`src/rtl/arbitro_memoria_datos_pkg.sv`:
```
// Shared definitions for the data-memory arbiter: state encoding, port ids
// and the address/data width defaults shared with DataMemory.
package arbitro_memoria_datos_pkg;

  localparam int ADDR_W_DEF = 5;
  localparam int DATA_W_DEF = 32;

  localparam logic PORT_C = 1'b0;
  localparam logic PORT_D = 1'b1;

  typedef enum logic [1:0] {
    IDLE  = 2'b00,
    OWN_C = 2'b01,
    OWN_D = 2'b10
  } state_t;

endpackage

```
`src/rtl/arbitro_memoria_datos_rr.sv`:
```
// Two-way round-robin pick: a lone requester wins, a tie goes to the port
// that was not the last owner. Grant is one-hot (bit 0 = C, bit 1 = D).
module rr_selector_2
  import arbitro_memoria_datos_pkg::*;
(
  input  logic [1:0] req,
  input  logic       last_owner,
  output logic [1:0] gnt
);

  always_comb begin
    gnt = 2'b00;
    if (req == 2'b11) begin
      gnt = (last_owner == PORT_D) ? 2'b01 : 2'b10;
    end else begin
      gnt = req;
    end
  end

endmodule

```
`src/rtl/arbitro_memoria_datos.sv`:
```
// Arbiter for the single-port data memory between the core (C) and the
// loader/debug port (D): round-robin, locked bursts, registered read data.
module arbitro_memoria_datos
  import arbitro_memoria_datos_pkg::*;
#(
  parameter int ADDR_W    = ADDR_W_DEF,
  parameter int DATA_W    = DATA_W_DEF,
  parameter int MAX_BURST = 4
) (
  input  logic              clk,
  input  logic              reset_n,
  input  logic              c_req,
  input  logic              c_we,
  input  logic              c_lock,
  input  logic [ADDR_W-1:0] c_addr,
  input  logic [DATA_W-1:0] c_wdata,
  output logic              c_gnt,
  output logic              c_rvalid,
  output logic [DATA_W-1:0] c_rdata,
  output logic              c_stall,
  input  logic              d_req,
  input  logic              d_we,
  input  logic              d_lock,
  input  logic [ADDR_W-1:0] d_addr,
  input  logic [DATA_W-1:0] d_wdata,
  output logic              d_gnt,
  output logic              d_rvalid,
  output logic [DATA_W-1:0] d_rdata,
  output logic              mem_we,
  output logic              mem_re,
  output logic [ADDR_W-1:0] mem_addr,
  output logic [DATA_W-1:0] mem_wdata,
  input  logic [DATA_W-1:0] mem_rdata,
  output logic [1:0]        dbg_state
);

  // Handshake: a beat happens in the cycle x_gnt=1; the requester keeps
  // req/we/lock/addr/wdata steady until then, and a read beat returns its
  // data with x_rvalid=1 for exactly the following cycle.

  localparam logic [3:0] MAX_B    = 4'(MAX_BURST);
  localparam bit         BURST_EN = (MAX_BURST > 1);

  state_t     state, state_n;
  logic       last_owner, last_owner_n;
  logic [3:0] beat_cnt, beat_cnt_n;
  logic [3:0] cnt_inc;
  logic [1:0] rr_gnt;

  rr_selector_2 u_rr (
    .req       ({d_req, c_req}),
    .last_owner(last_owner),
    .gnt       (rr_gnt)
  );

  assign cnt_inc = beat_cnt + 4'd1;

  always_comb begin
    state_n      = state;
    last_owner_n = last_owner;
    beat_cnt_n   = beat_cnt;
    c_gnt        = 1'b0;
    d_gnt        = 1'b0;
    if (reset_n) begin
      case (state)
        IDLE: begin
          c_gnt = rr_gnt[0];
          d_gnt = rr_gnt[1];
          if (rr_gnt[0]) begin
            last_owner_n = PORT_C;
            if (c_lock && BURST_EN) begin
              state_n    = OWN_C;
              beat_cnt_n = 4'd1;
            end
          end else if (rr_gnt[1]) begin
            last_owner_n = PORT_D;
            if (d_lock && BURST_EN) begin
              state_n    = OWN_D;
              beat_cnt_n = 4'd1;
            end
          end
        end
        OWN_C: begin
          c_gnt = c_req;
          // A dropped request costs one bubble cycle before re-arbitration.
          if (!c_req || !c_lock || cnt_inc == MAX_B) begin
            state_n    = IDLE;
            beat_cnt_n = 4'd0;
          end else begin
            beat_cnt_n = cnt_inc;
          end
        end
        OWN_D: begin
          d_gnt = d_req;
          if (!d_req || !d_lock || cnt_inc == MAX_B) begin
            state_n    = IDLE;
            beat_cnt_n = 4'd0;
          end else begin
            beat_cnt_n = cnt_inc;
          end
        end
        default: begin
          state_n    = IDLE;
          beat_cnt_n = 4'd0;
        end
      endcase
    end
  end

  always_comb begin
    mem_we    = 1'b0;
    mem_re    = 1'b0;
    mem_addr  = '0;
    mem_wdata = '0;
    if (c_gnt) begin
      mem_we    = c_we;
      mem_re    = ~c_we;
      mem_addr  = c_addr;
      mem_wdata = c_wdata;
    end else if (d_gnt) begin
      mem_we    = d_we;
      mem_re    = ~d_we;
      mem_addr  = d_addr;
      mem_wdata = d_wdata;
    end
  end

  always_ff @(posedge clk or negedge reset_n) begin
    if (!reset_n) begin
      state      <= IDLE;
      last_owner <= PORT_D;
      beat_cnt   <= 4'd0;
    end else begin
      state      <= state_n;
      last_owner <= last_owner_n;
      beat_cnt   <= beat_cnt_n;
    end
  end

  // Read data is captured per port so each keeps its last value.
  always_ff @(posedge clk or negedge reset_n) begin
    if (!reset_n) begin
      c_rvalid <= 1'b0;
      d_rvalid <= 1'b0;
      c_rdata  <= '0;
      d_rdata  <= '0;
    end else begin
      c_rvalid <= c_gnt & ~c_we;
      d_rvalid <= d_gnt & ~d_we;
      if (c_gnt && !c_we) c_rdata <= mem_rdata;
      if (d_gnt && !d_we) d_rdata <= mem_rdata;
    end
  end

  assign c_stall   = c_req & ~c_gnt;
  assign dbg_state = state;

endmodule

```
`config.mk`:
```
export PLATFORM = sky130hd
export DESIGN_NAME = arbitro_memoria_datos
export DESIGN_NICKNAME = d
export VERILOG_FILES = /design/src/rtl/arbitro_memoria_datos_pkg.sv /design/src/rtl/arbitro_memoria_datos_rr.sv /design/src/rtl/arbitro_memoria_datos.sv
export SDC_FILE = /design/constraint.sdc
export NUM_CORES = 1
export LEC_CHECK = 0
export ABC_CLOCK_PERIOD_IN_PS = 4260
export CAP_MARGIN = 20
export CELL_PAD_IN_SITES_DETAIL_PLACEMENT = 1
export CELL_PAD_IN_SITES_GLOBAL_PLACEMENT = 1
export CORE_AREA = 2 2 119 121
export CTS_BUF_LIST = sky130_fd_sc_hd__clkbuf_2
export CTS_CLUSTER_SIZE = 12
export DETAILED_ROUTE_END_ITERATION = 8
export DIE_AREA = 0 0 121 123
export PLACE_DENSITY_LB_ADDON = 0.1
export SLEW_MARGIN = 20
export SYNTH_ARGS = -nofsm -noshare
export SYNTH_HDL_FRONTEND = slang
export SYNTH_HIERARCHICAL = 1
export SYNTH_SLANG_ARGS = --single-unit
```
`constraint.sdc`:
```
create_clock -name clk -period 4.26 [get_ports clk]
set_clock_uncertainty 0.05 [all_clocks]
set_input_delay 1.278 -clock clk [delete_from_list [all_inputs] [get_ports clk]]
set_output_delay 1.278 -clock clk [all_outputs]
set_load 0.1 [all_outputs]
```
# After elaboration in Yosys (flattened, before gate mapping)
# Cells that the tools add are included.
[totals] register_bits=73 in_bits=114 wordCells=70 out_inout_bits=110
[op_classes] n_addsub=1 muxes=30 bitwise=6 n_reduce_logical=17 eq_ne=9
[ops] cell="2-to-1 mux 32 bit" n=2
[ops] cell="2-to-1 mux 4 bit" n=6
[ops] cell="2-to-1 mux 2 bit" n=8
[ops] cell="case mux 4 bit (3 select lines)" n=1
[ops] cell="2-to-1 mux 5 bit" n=2
[ops] cell="!= test 3 bit (second input constant)" n=3
[ops] cell="2-to-1 mux 1 bit" n=8
[ops] cell="logical NOT 1 bit" n=6
[ops] cell="case mux 2 bit (3 select lines)" n=1
[ops] cell="AND reduction 6 bit" n=1
[ops] cell="adder 4 x 1 -> 4 bit (second input constant)" n=1
[ops] cell="== test 2 bit (second input constant)" n=2
[ops] cell="== test 4 x 3 -> 1 bit (second input constant)" n=1
[ops] cell="logical OR 1 bit" n=4
[ops] cell="!= test 2 bit (second input constant)" n=2
[ops] cell="case mux 1 bit (2 select lines)" n=2
[ops] cell="AND reduction 4 bit" n=1
[ops] cell="AND 1 bit" n=3
[ops] cell="inverter 1 bit" n=3
[ops] cell="AND reduction 3 bit" n=1
[ops] cell="== test 2 x 1 -> 1 bit (second input constant)" n=1
[ops] cell="logical AND 1 bit" n=2
[ops] cell="logical NOT 2 bit" n=1
[ops] cell="nonzero test 2 bit" n=1

# Longest topological paths before layout
[logic_depth] ltp_word=6 ltp_mapped=8 mapped_depth_nobuf=6

# Cells and area by module
# Netlist, hierarchy kept.
[modules_own_cells] mod="arbitro_memoria_datos" area_per_inst_um2=3329.4 seq_area_each_um2=1828.0 cells_each=245 n_inst=1
[modules_own_cells] mod="rr_selector_2" area_per_inst_um2=18.8 seq_area_each_um2=0.0 cells_each=3 n_inst=1

# Worst setup path before layout
# OpenSTA, ideal clock, no wires.
[synth_path] path_kind="in2out" startpoint="input port c_req" endpoint="output port mem_addr[0]" slack_ns=-1.060 n_path_buf=1 stages=5 arrival_time_ns=3.992 path_cell_list="a21boi_1 -> mux2i_1 -> nor3b_2 -> clkbuf_1 -> a22o_1"
[synth_lines] element="start, declared" line="arbitro_memoria_datos.sv:12" text="input logic c_req,"
[synth_lines] element="== test 2 bit" line="arbitro_memoria_datos_rr.sv:13" text="if (req == 2'b11) begin"
[synth_lines] element="2-to-1 mux 2 bit" line="arbitro_memoria_datos_rr.sv:13"
[synth_lines] element="case mux 1 bit (2 select lines) *" line="arbitro_memoria_datos.sv:65" text="case (state)"
[synth_lines] element="2-to-1 mux 1 bit *" line="arbitro_memoria_datos.sv:64" text="if (reset_n) begin"
[synth_lines] element="via c_gnt" line="arbitro_memoria_datos.sv:17" text="output logic c_gnt,"
[synth_lines] element="2-to-1 mux 5 bit *" line="arbitro_memoria_datos.sv:115" text="if (c_gnt) begin"
[synth_lines] element="end, declared" line="arbitro_memoria_datos.sv:31" text="output logic [ADDR_W-1:0] mem_addr,"
# The timed path passes the listed nets; every way through them passes the cells marked *.

# Worst setup path after layout
[layout_path] startpoint="input port c_req" endpoint="output port mem_wdata[21]"
[layout_lines] element="== test 2 bit" line="arbitro_memoria_datos_rr.sv:13"
[layout_lines] element="2-to-1 mux 2 bit *" line="arbitro_memoria_datos_rr.sv:13"
[layout_lines] element="via rr_gnt[0]" line="arbitro_memoria_datos.sv:48" text="logic [1:0] rr_gnt;"
[layout_lines] element="case mux 1 bit (2 select lines) *" line="arbitro_memoria_datos.sv:65"
[layout_lines] element="2-to-1 mux 1 bit *" line="arbitro_memoria_datos.sv:64"
[layout_lines] element="2-to-1 mux 32 bit *" line="arbitro_memoria_datos.sv:115"
[layout_lines] element="end, declared" line="arbitro_memoria_datos.sv:32" text="output logic [DATA_W-1:0] mem_wdata,"
# Marks and branches as above.

==> results_dict.tcl <==
set metrics [dict create \
    result_of_the_run "finished clean" \
    fin_crit_ps 4067 \
    initial_antenna_violation_count 1 \
    total_area_of_multi_input_combinational_cells_sq_um 1514 \
    crit_slowest_cell "sky130_fd_sc_hd__nor3b_4" \
    drive_above_1_share 0.3476 \
    final-seq-area_sq_um 1828 \
    vias_in_the_first_global_route 3459 \
    final-max-slew-violation-count 0 \
    drt_drc_violations_left 0 \
    die_height_um 123 \
    postSynthRegisterBits 73 \
    timing_hold_violations_final 0 \
    drt_pre_antenna_iters 3 \
    grt_pass1_wl_um 19130 \
    synth_fp_nets 364 \
    slew_at_the_pin_with_the_worst_max_slew_slack_ps 1048 \
    yosys.cell_types.count 34 \
    timing.critical_path.slowest_cell_delay_ps 270 \
    clockBufferDepth 2 \
    global_routing_usage_summed_across_all_routing_layers 0.1711 \
    detailedPlacementHpwl_um 9977 \
    fp.coreArea_sq_um 13610 \
    worstSetupPathType "input port to output port" \
    route.detailed.vias_per_inst 4.548 \
    worst_setup_path_end_kind "output port" \
    synth_enable_flop_cells 0 \
    clock.fmax_ghz 0.2459 \
    cp_cell_sequence "clkbuf_2 -> a21boi_4 -> mux2i_2 -> nor3b_4 -> nor2_4 -> buf_12 -> buf_16 -> a22o_2 -> buf_12" \
    area_growth_syn_to_layout_pct 96.52 \
    gr-total-overflow 0 \
    layout.nets 601 \
    asyncSetResetFlopFracSynth 1.000 \
    top_level_ports 224 \
    crit_fanout 18 \
    clk_pin_slew_ps 160 \
    io_buffers 223 \
    synthesis.area_sq_um 3348 \
    cts-buffers-inserted 9 \
    initial_utilization 0.2460 \
    maximum_number_of_pins_on_one_net_before_global_route_repair 78 \
    fraction_of_the_yosys_area_taken_by_sequential_cells 0.5460 \
    postCtsHoldBufs 0 \
    antenna_left 0 \
    worst_ep_required_time_ps 2930 \
    wirelength_um 12660 \
    drt-initial-drc-count 56 \
    setup-violations-final 0 \
    floorplan.die_area_sq_um 14880 \
    netlist_instances 248 \
    cts_sinks 73 \
    mean_post_synth_cell_area_sq_um 13.50 \
    count_of_fill_cells_added_during_filler_insertion 1398 \
    die_width_um 121 \
    yosys_most_used_dff "sky130_fd_sc_hd__dfrtp_1" \
    timing.max_cap.violations 0 \
    yosys_warnings 6 \
    crit_top_cell "sky130_fd_sc_hd__buf_12" \
    slew-limit-headroom 0.2989 \
    holdCritPathClass "flip-flop to flip-flop" \
    std_cell_rows 43 \
    crit_arrival_ps 2740 \
    h-tree-depth 3 \
    placement.setup.worst_slack_ps -189.4 \
    clk_latency_ps 500 \
    setup_ws_ps 192.6 \
    cts-root-buf "sky130_fd_sc_hd__clkbuf_2" \
    utilization 0.4834 \
    rsz_0062_raised_after_global_routing "no" \
    crit_path_start_kind "input port" \
    routedWlPerCell_um 18.90 \
    min_period_over_period 0.9548 \
    clock_tree_from_tritoncts "yes" \
    finalWeightedCongestion 0.7329 \
    total_via_count_after_detailed_routing 3047 \
]
## flip-flops by register name, summed over array words and instances (netlist names)
signal,flops
beat_cnt,4
c_rdata,32
c_rvalid,1
d_rdata,32
d_rvalid,1
dbg_state,2
last_owner,1
## layout by cell type, fill, tap and decap left out, types with 2 or more instances in the layout
cell type                         instances
sky130_fd_sc_hd__clkdlybuf4s50_1        175
sky130_fd_sc_hd__dfrtp_1                 72
sky130_fd_sc_hd__buf_12                  48
sky130_fd_sc_hd__mux2_2                  38
sky130_fd_sc_hd__a22o_2                  34
sky130_fd_sc_hd__mux2_1                  28
sky130_fd_sc_hd__buf_4                   17
sky130_fd_sc_hd__clkbuf_2                12
sky130_fd_sc_hd__nand2_1                  8
sky130_fd_sc_hd__inv_1                    7
sky130_fd_sc_hd__a22o_4                   4
sky130_fd_sc_hd__nor2_1                   4
sky130_fd_sc_hd__nand4b_1                 3
sky130_fd_sc_hd__nor2_4                   2
sky130_fd_sc_hd__and3b_1                  2
sky130_fd_sc_hd__a32oi_1                  2
sky130_fd_sc_hd__nand3_1                  2
sky130_fd_sc_hd__a21oi_1                  2
sky130_fd_sc_hd__a31oi_1                  2
sky130_fd_sc_hd__ha_1                     2
sky130_fd_sc_hd__clkinv_2                 2
## final timing paths
check	slack, ps	from	to	depth (start not counted)
setup / recovery	190	c_req	mem_wdata[21]	9
hold / removal	460	c_rdata[26]$_DFFE_PN0P_	c_rdata[26]$_DFFE_PN0P_	1
setup reg to reg	1750	last_owner$_DFFE_PN1P_	c_rdata[27]$_DFFE_PN0P_	8
hold reg to reg	460	c_rdata[26]$_DFFE_PN0P_	c_rdata[26]$_DFFE_PN0P_	1
max in group asynchronous	2580	reset_n	c_rdata[26]$_DFFE_PN0P_	2
min in group asynchronous	940	reset_n	c_rdata[13]$_DFFE_PN0P_	2
## worst max-delay path, delay by kind of cell
family,cells,cell delay (ps)
compound gates,2,420
simple gates,2,360
buf+inv,4,560
mux,1,100
## cells in the mapped netlist (2+ instances only)
| library cell | instances | area [sq um] |
|---|---|---|
| sky130_fd_sc_hd__a21boi_0 | 2 | 15.01 |
| sky130_fd_sc_hd__a21oi_1 | 2 | 10.01 |
| sky130_fd_sc_hd__a22o_1 | 38 | 332.8 |
| sky130_fd_sc_hd__a31oi_1 | 2 | 12.51 |
| sky130_fd_sc_hd__a32oi_1 | 2 | 17.52 |
| sky130_fd_sc_hd__and3b_1 | 2 | 17.52 |
| sky130_fd_sc_hd__buf_2 | 4 | 20.02 |
| sky130_fd_sc_hd__buf_4 | 5 | 37.54 |
| sky130_fd_sc_hd__buf_6 | 3 | 33.78 |
| sky130_fd_sc_hd__clkbuf_1 | 5 | 18.77 |
| sky130_fd_sc_hd__dfrtp_1 | 72 | 1802 |
| sky130_fd_sc_hd__ha_1 | 2 | 25.02 |
| sky130_fd_sc_hd__inv_1 | 7 | 26.28 |
| sky130_fd_sc_hd__mux2_1 | 28 | 315.3 |
| sky130_fd_sc_hd__mux2_2 | 38 | 427.9 |
| sky130_fd_sc_hd__mux2i_1 | 2 | 20.02 |
| sky130_fd_sc_hd__nand2_1 | 8 | 30.03 |
| sky130_fd_sc_hd__nand3_1 | 3 | 15.01 |
| sky130_fd_sc_hd__nand4b_1 | 3 | 26.28 |
| sky130_fd_sc_hd__nor2_1 | 5 | 18.77 |
| sky130_fd_sc_hd__nor2b_1 | 2 | 12.51 |
## repair_timing
| action | CTS | global route |
|---|---|---|
| setup endpoints to repair | 40 | 39 |
| pin swaps | 3 | 2 |
| gates resized for setup | 8 | 6 |
| setup buffers | 2 | 0 |
| hold endpoints to repair | 0 | 0 |
| gates cloned | 1 | 0 |
## through the flow
stage / TNS (ps) / instances / cell area [sq um] / hold WS (ps)
floorplan: -428.4 / 248 / 3432 / 476.6
global placement: -5788 / 651 / 6385 / 417.2
detailed placement: -6900 / 651 / 6385 / 428.3
CTS: 0 / 669 / 6573 / 466.9
global route: 0 / 670 / 6580 / 491.5
finish: 0 / 670 / 6580 / 456.7
## per-layer routing
metal | global-route usage | wire, um | vias to the layer above
met4 | 0.06468 | 299 | 0
met1 | 0.1795 | 4447 | 1505
met5 | 0 | 0 | -
met3 | 0.08118 | 1301 | 18
met2 | 0.2981 | 6612 | 135
li1 | - | - | 1389
## cells by family (layout without fill, tap and decap cells)
group,count (synthesis),count (layout),share of synthesized area
flops,73,73,0.5460
mux,68,68,0.2280
compound gates,52,52,0.1289
simple gates,29,29,0.04896
buf+inv,24,265,0.04074
fa+ha+maj,2,2,0.007473
other cells,0,1,0
## cell type report
cell class | instances | share of cell area
tap | 180 | 0.03423
antenna | 1 | 0.0003803
clock inverter | 5 | 0.008557
multi-input combinational | 151 | 0.2301
clock buffer | 10 | 0.007606
sequential | 73 | 0.2778
inverter | 7 | 0.003993
timing repair buffer | 243 | 0.4373
Power is left out: the tool's default activity adds up to more than one toggle a clock period on the data nets, which glitch-free logic cannot reach.
